## src/rtl/div_seq_n.sv

```systemverilog
// ---------------------------------------------------------------------------
// div_seq_n : sequential restoring divider with start/busy/done handshake.
//
// One quotient bit is produced per clock. A zero divisor is detected when
// the request is accepted and answered at once with quotient = all ones,
// remainder = dividend and dv0 = 1. Results are held on the outputs until
// the next accepted request; done stays high for DONE_HOLD cycles.
//
// Optional feature (macro SIGNED_DIV_EN): operands are two's complement.
// The magnitudes are divided, and one extra FIX cycle applies the signs
// (truncating division). When the macro is undefined the divider is
// unsigned only and the FIX state does not exist.
//
// Parameters
//   WIDTH      operand/result width in bits (2..32)
//   DONE_HOLD  cycles that done stays high (>= 1)
// Ports
//   clk        system clock, rising edge
//   rst        asynchronous, active-low reset
//   start      request, sampled only while idle
//   dividend   numerator, latched when start is accepted
//   divisor    denominator, latched when start is accepted
//   quotient   registered quotient
//   remainder  registered remainder
//   busy       high while iterations are in progress
//   done       high for DONE_HOLD cycles while results are valid
//   dv0        divisor was zero for the current result
// ---------------------------------------------------------------------------
module div_seq_n #(
   parameter int WIDTH     = 16,
   parameter int DONE_HOLD = 10
) (
   input  logic             clk,
   input  logic             rst,
   input  logic             start,
   input  logic [WIDTH-1:0] dividend,
   input  logic [WIDTH-1:0] divisor,
   output logic [WIDTH-1:0] quotient,
   output logic [WIDTH-1:0] remainder,
   output logic             busy,
   output logic             done,
   output logic             dv0
);

   localparam int CW = $clog2(WIDTH);
   localparam int HW = (DONE_HOLD > 1) ? $clog2(DONE_HOLD) : 1;
   localparam logic [CW-1:0] LAST_ITER = CW'(WIDTH - 1);
   localparam logic [HW-1:0] LAST_HOLD = HW'(DONE_HOLD - 1);

`ifdef SIGNED_DIV_EN
   typedef enum logic [1:0] {IDLE = 2'd0, ITER = 2'd1, FIX = 2'd2, DONE = 2'd3} state_t;

   // Two's complement magnitude; the most negative value maps onto itself,
   // which is its correct unsigned magnitude.
   function automatic logic [WIDTH-1:0] magnitude(input logic [WIDTH-1:0] v);
      magnitude = v[WIDTH-1] ? (~v + WIDTH'(1)) : v;
   endfunction
`else
   typedef enum logic [1:0] {IDLE = 2'd0, ITER = 2'd1, DONE = 2'd3} state_t;
`endif

   state_t           state, state_nxt;
   logic [WIDTH-1:0] acc, acc_nxt;
   logic [WIDTH-1:0] q, q_nxt;
   logic [WIDTH-1:0] dsr, dsr_nxt;
   logic [CW-1:0]    cnt, cnt_nxt;
   logic [HW-1:0]    hold_cnt, hold_nxt;
   logic [WIDTH-1:0] quotient_nxt, remainder_nxt;
   logic             busy_nxt, done_nxt, dv0_nxt;
`ifdef SIGNED_DIV_EN
   logic             neg_q, neg_q_nxt;
   logic             neg_r, neg_r_nxt;
`endif

   // One restoring step. acc is always below the divisor, so the shifted
   // value fits in WIDTH+1 bits and the trial sign bit is exact.
   logic [WIDTH:0]   shifted;
   logic [WIDTH:0]   trial;
   logic [WIDTH-1:0] acc_step;
   logic [WIDTH-1:0] q_step;

   // Datapath for a single iteration: shift, trial subtract, restore or keep.
   always_comb begin
      shifted = {acc, q[WIDTH-1]};
      trial   = shifted - {1'b0, dsr};
      if (trial[WIDTH] == 1'b0) begin
         acc_step = trial[WIDTH-1:0];
         q_step   = {q[WIDTH-2:0], 1'b1};
      end else begin
         acc_step = shifted[WIDTH-1:0];
         q_step   = {q[WIDTH-2:0], 1'b0};
      end
   end

   // Next-state and next-value logic for the sequencer and datapath.
   always_comb begin
      state_nxt     = state;
      acc_nxt       = acc;
      q_nxt         = q;
      dsr_nxt       = dsr;
      cnt_nxt       = cnt;
      hold_nxt      = hold_cnt;
      quotient_nxt  = quotient;
      remainder_nxt = remainder;
      busy_nxt      = busy;
      done_nxt      = done;
      dv0_nxt       = dv0;
`ifdef SIGNED_DIV_EN
      neg_q_nxt     = neg_q;
      neg_r_nxt     = neg_r;
`endif
      case (state)
         IDLE: begin
            if (start) begin
               dv0_nxt = 1'b0;
               if (divisor == '0) begin
                  // Divide by zero is answered immediately, no iterations.
                  state_nxt     = DONE;
                  quotient_nxt  = '1;
                  remainder_nxt = dividend;
                  dv0_nxt       = 1'b1;
                  done_nxt      = 1'b1;
                  hold_nxt      = '0;
               end else begin
                  state_nxt = ITER;
                  busy_nxt  = 1'b1;
                  cnt_nxt   = '0;
                  acc_nxt   = '0;
`ifdef SIGNED_DIV_EN
                  q_nxt     = magnitude(dividend);
                  dsr_nxt   = magnitude(divisor);
                  neg_q_nxt = dividend[WIDTH-1] ^ divisor[WIDTH-1];
                  neg_r_nxt = dividend[WIDTH-1];
`else
                  q_nxt     = dividend;
                  dsr_nxt   = divisor;
`endif
               end
            end else begin
               state_nxt = IDLE;
            end
         end
         ITER: begin
            acc_nxt = acc_step;
            q_nxt   = q_step;
            cnt_nxt = cnt + CW'(1);
            if (cnt == LAST_ITER) begin
               busy_nxt = 1'b0;
`ifdef SIGNED_DIV_EN
               // Outputs are written only after sign correction so that no
               // unsigned intermediate is ever presented.
               state_nxt = FIX;
`else
               state_nxt     = DONE;
               quotient_nxt  = q_step;
               remainder_nxt = acc_step;
               done_nxt      = 1'b1;
               hold_nxt      = '0;
`endif
            end else begin
               state_nxt = ITER;
            end
         end
`ifdef SIGNED_DIV_EN
         FIX: begin
            state_nxt     = DONE;
            quotient_nxt  = neg_q ? (~q + WIDTH'(1)) : q;
            remainder_nxt = neg_r ? (~acc + WIDTH'(1)) : acc;
            done_nxt      = 1'b1;
            hold_nxt      = '0;
         end
`endif
         DONE: begin
            if (hold_cnt == LAST_HOLD) begin
               state_nxt = IDLE;
               done_nxt  = 1'b0;
            end else begin
               state_nxt = DONE;
               hold_nxt  = hold_cnt + HW'(1);
            end
         end
         default: begin
            state_nxt = IDLE;
            busy_nxt  = 1'b0;
            done_nxt  = 1'b0;
         end
      endcase
   end

   // State and datapath registers; reset aborts any operation in flight.
   always_ff @(posedge clk or negedge rst) begin
      if (!rst) begin
         state     <= IDLE;
         acc       <= '0;
         q         <= '0;
         dsr       <= '0;
         cnt       <= '0;
         hold_cnt  <= '0;
         quotient  <= '0;
         remainder <= '0;
         busy      <= 1'b0;
         done      <= 1'b0;
         dv0       <= 1'b0;
`ifdef SIGNED_DIV_EN
         neg_q     <= 1'b0;
         neg_r     <= 1'b0;
`endif
      end else begin
         state     <= state_nxt;
         acc       <= acc_nxt;
         q         <= q_nxt;
         dsr       <= dsr_nxt;
         cnt       <= cnt_nxt;
         hold_cnt  <= hold_nxt;
         quotient  <= quotient_nxt;
         remainder <= remainder_nxt;
         busy      <= busy_nxt;
         done      <= done_nxt;
         dv0       <= dv0_nxt;
`ifdef SIGNED_DIV_EN
         neg_q     <= neg_q_nxt;
         neg_r     <= neg_r_nxt;
`endif
      end
   end

endmodule

```

## config.mk

```make
export PLATFORM = sky130hd
export DESIGN_NAME = div_seq_n
export DESIGN_NICKNAME = d
export VERILOG_FILES = /design/src/rtl/div_seq_n.sv
export SDC_FILE = /design/constraint.sdc
export NUM_CORES = 1
export LEC_CHECK = 0
export ABC_AREA = 1
export BUFFER_PORTS_ARGS = -buffer_cell sky130_fd_sc_hd__buf_2
export CAP_MARGIN = 20
export CORE_ASPECT_RATIO = 1.1
export CORE_UTILIZATION = 50
export CTS_BUF_LIST = sky130_fd_sc_hd__clkbuf_8
export DETAILED_ROUTE_END_ITERATION = 16
export PLACE_DENSITY = 0.7
export RECOVER_POWER = 100
export SETUP_SLACK_MARGIN = 0.1
export SLEW_MARGIN = 30
export SYNTH_ARGS = -nofsm -noshare
export SYNTH_HDL_FRONTEND = slang
export SYNTH_SLANG_ARGS = --single-unit
```

## constraint.sdc

```tcl
create_clock -name clk -period 2.5 [get_ports clk]
set_clock_uncertainty 0.05 [all_clocks]
set_input_delay 0.5 -clock clk [delete_from_list [all_inputs] [get_ports clk]]
set_output_delay 0.5 -clock clk [all_outputs]
set_load 0.02 [all_outputs]
```

==> summary.md <==
| Metric | Value |
|---|---|
| Input/output buffers | 69 |
| Syn nets | 767 |
| DR vias/cell | 5.19 |
| CTS Buf Count | 9 |
| Total congestion overflow | 0 |
| Fmax | 0.427 GHz |
| Die area | 11300 um2 |
| Number of I/O pins | 70 |
| Primary FF master, synth | dfrtp_1 |
| GR Util All Layers | 24.2% |
| Flop pwr share | 25.9% |
| Fin Setup TNS | 0 ns |
| Endpoints failing setup | 0 |
| Required @ worst endpoint | 2.76 ns |
| Post-Synthesis Cells | 712 |
| Clk root buf | clkbuf_8 |
| RSZ-0062 raised after global routing | no |
| Setup WS pre-CTS | 0.0931 ns |
| Vias in the first global route | 4500 |
| Share of layout cells above drive strength 1 | 14.7% |
| Logic gate share of total power | 61.5% |
| Worst slew margin | 13.7% |
| CTS hold repair buffers | 0 |
| Final WS setup | 0.157 ns |
| Antenna fix cells | 0 |
| CP Capture Point | remainder[11]$_DFFE_PN0P_ |
| Synth area leader | dfrtp_1 |
| CTS Sinks | 93 |
| Critical Path End Type | flop |
| Post-synth EDFFs | 0 |
| Clock slew at reported path FFs | 0.09 ns |
| Chip height | 112 um |
| Slowest CP cell | dfrtp_1 |
| Drt total wl | 13200 um |
| Clk buf depth | 2 |
| Clock Latency Late Sink | 0.37 ns |
| Static leakage power | 0.00314 uW |
| Power, Total | 9960 uW |
| Post-synthesis sequential area ratio | 42.6% |
| Fraction of registers with async set/reset | 100% |
| Synth unique cells | 38 |
| Crit share post-route | 93.7% |
| Final hold vios | 0 |
| Worst reg-to-reg path cell count | 15 |
| Maximum VDD drop | 0.00128 V |
| CTS tree | yes |
| Worst path arrival time | 2.60 ns |
| H-Tree Depth | 3 |
| Worst-path fanout max | 8 |
| Clock power share | 12.5% |
| Area contributors post-synth | dfrtp_1, nand2_1, inv_1 |
| Synthesized area | 5460 um2 |
| Largest net degree at the start of global routing | 58 |
| # Max-Cap Violations | 0 |
| Area share of the largest cell type after synthesis | 42.6% |
| Total number of vias | 4804 |
| Hpwl dp | 9420 um |
| Sw frac | 50.6% |
| Hold Crit Class | input pin to async pin |
| Core area | 10500 um2 |
| Area grow syn2layout | 15.3% |
| Number of synthesized register bits | 93 |
| Avg WL per Cell | 14.3 um |
| Die Wd | 102 um |
| Outcome | finished clean |
| Final net count | 833 |
| Worst path cell trace | inv_2 -> ha_4 -> inv_2 -> fa_2 -> nand2_2 -> nand2_2 -> nand3_2 -> nand2_4 -> nand2_8 -> nand3_4 -> nand2_8 -> nand3_1 -> nand3_1 -> nand2_1 -> inv_1 |
| Sw Pwr | 5040 uW |
| TritonRoute pass-1 iters | 5 |
| CP startpoint | q[15]$_DFFE_PN0P_ |
| RR Endpoint | remainder[11]$_DFFE_PN0P_ |
| Final ANT Viol Nets | 0 |
| Crit path launch type | flop |
| First DRT Iteration DRCs | 229 |
| Initial antenna violation count | 0 |
| First-pass GRT wire length | 21400 um |
| Final worst path period need | 2.34 ns |
| Max-slew violations | 0 |
| FILL cells | 994 |
| Final Wtd Congestion | 0.904 |
| DR DRC count | 0 |
| Power Dens Cells | 1580 nW/um2 |
| Crit-path max cell delay | 0.40 ns |
| Starting density of the core | 52.1% |
| WHS | 0.217 ns |
| R2r setup slk | 0.16 ns |
| Setup CP Type | flop to flop |
| Worst Max-Slew Pin Slew | 1.29 ns |
| Yosys warns | 0 |
| Syn Area/Cell | 7.67 um2 |
| Internal | 4920 uW |
| Rows | 39 |
| Worst r2r src | q[15]$_DFFE_PN0P_ |
==> cell usage in the layout, fill, tap and decap left out, types with 20 or more instances in the layout <==
| cell type | n |
|---|---|
| a21oi_1 | 28 |
| buf_2 | 33 |
| clkbuf_1 | 35 |
| dfrtp_1 | 93 |
| inv_1 | 106 |
| nand2_1 | 185 |
| nand3_1 | 60 |
| nand3_2 | 20 |
| nor2_1 | 40 |
| o21ai_0 | 48 |
==> worst min path at each step <==
stage                        from                        to  slack, ns  depth (start not counted)
6_report                      rst  remainder[9]$_DFFE_PN0P_       0.22                          1
5_1_grt                       rst  remainder[9]$_DFFE_PN0P_       0.29                          1
4_1_cts                       rst       acc[10]$_DFFE_PN0P_       0.06                          1
3_5_place_dp     done$_DFFE_PN0P_          done$_DFFE_PN0P_       0.44                          2
3_3_place_gp   cnt[0]$_DFFE_PN0P_        cnt[0]$_DFFE_PN0P_       0.44                          1
2_1_floorplan                 rst        acc[0]$_DFFE_PN0P_       0.15                          0
==> cell usage after synthesis (7+ instances only) <==
| master | instances |
|---|---|
| nand2_1 | 187 |
| clkbuf_1 | 9 |
| nand3_2 | 21 |
| xor2_1 | 8 |
| a31oi_1 | 16 |
| dfrtp_1 | 93 |
| nand2_2 | 7 |
| inv_1 | 105 |
| ha_1 | 19 |
| buf_2 | 10 |
| o21ai_0 | 47 |
| nor2_1 | 40 |
| nand3_1 | 61 |
| inv_2 | 7 |
| a21oi_1 | 28 |
| or2_1 | 13 |
==> power by group through the flow <==
stage | sequential [uW] | combinational, uW | clock, uW
6_report | 2580 | 6130 | 1250
2_1_floorplan | 2820 | 4170 | 0
3_3_place_gp | 2570 | 5490 | 0
3_5_place_dp | 2600 | 5600 | 0
5_1_grt | 2660 | 6830 | 1320
4_1_cts | 2570 | 5850 | 1270
==> registers in the layout (all words and copies together), names as in the netlist <==
register and flops:
state 2, dsr 16, done 1, q 16, hold_cnt 4, dv0 1, acc 16, remainder 16
busy 1, quotient 16, cnt 4
==> cell families after synthesis <==
family | count (synthesis) | synth area share (%)
simple gates | 352 | 30.5
fa+ha+maj | 20 | 4.72
xor+xnor | 8 | 1.28
buf+inv | 137 | 10.6
compound gates | 102 | 10.3
flops | 93 | 42.6
==> stage by stage <==
step	utilization [%]	cells	instance area, um2
after floorplan	-	712	5460
final	60.0	926	6290
after global routing	60.0	926	6290
after global placement	56.2	904	5900
after detailed placement	56.2	904	5900
after CTS	59.2	924	6210
==> layout make-up <==
type | instances | area [um2] | share of cell area, %
clock buffer | 10 | 138 | 2.19
clock inverter | 6 | 110 | 1.75
inverter | 112 | 420 | 6.68
multi-input combinational | 485 | 2750 | 43.6
sequential | 93 | 2330 | 37.0
tap | 143 | 179 | 2.84
timing repair buffer | 77 | 373 | 5.92
==> worst max-delay path, delay by kind of cell (launching register included) <==
family	cells	cell delay, ns
buf+inv	3	0.19
fa+ha+maj	2	0.52
flops	1	0.40
simple gates	10	1.12
==> what timing repair did <==
item                                    CTS  global route
gates resized for setup                   7            34
cloned                                    3             0
setup buffers                             1             2
endpoints found under the hold margin     0             0
pin swaps                                 3            11
endpoints found under the setup margin   13            31
==> metal layers <==
metal	wire [um]	track usage, %	vias up
li1	-	-	2403
met1	6010	32.9	2280
met2	6460	38.4	100
met3	465	3.83	21
met4	300	9.37	0
met5	0	0	-
No activity file was read; power rests on OpenSTA's default activity.
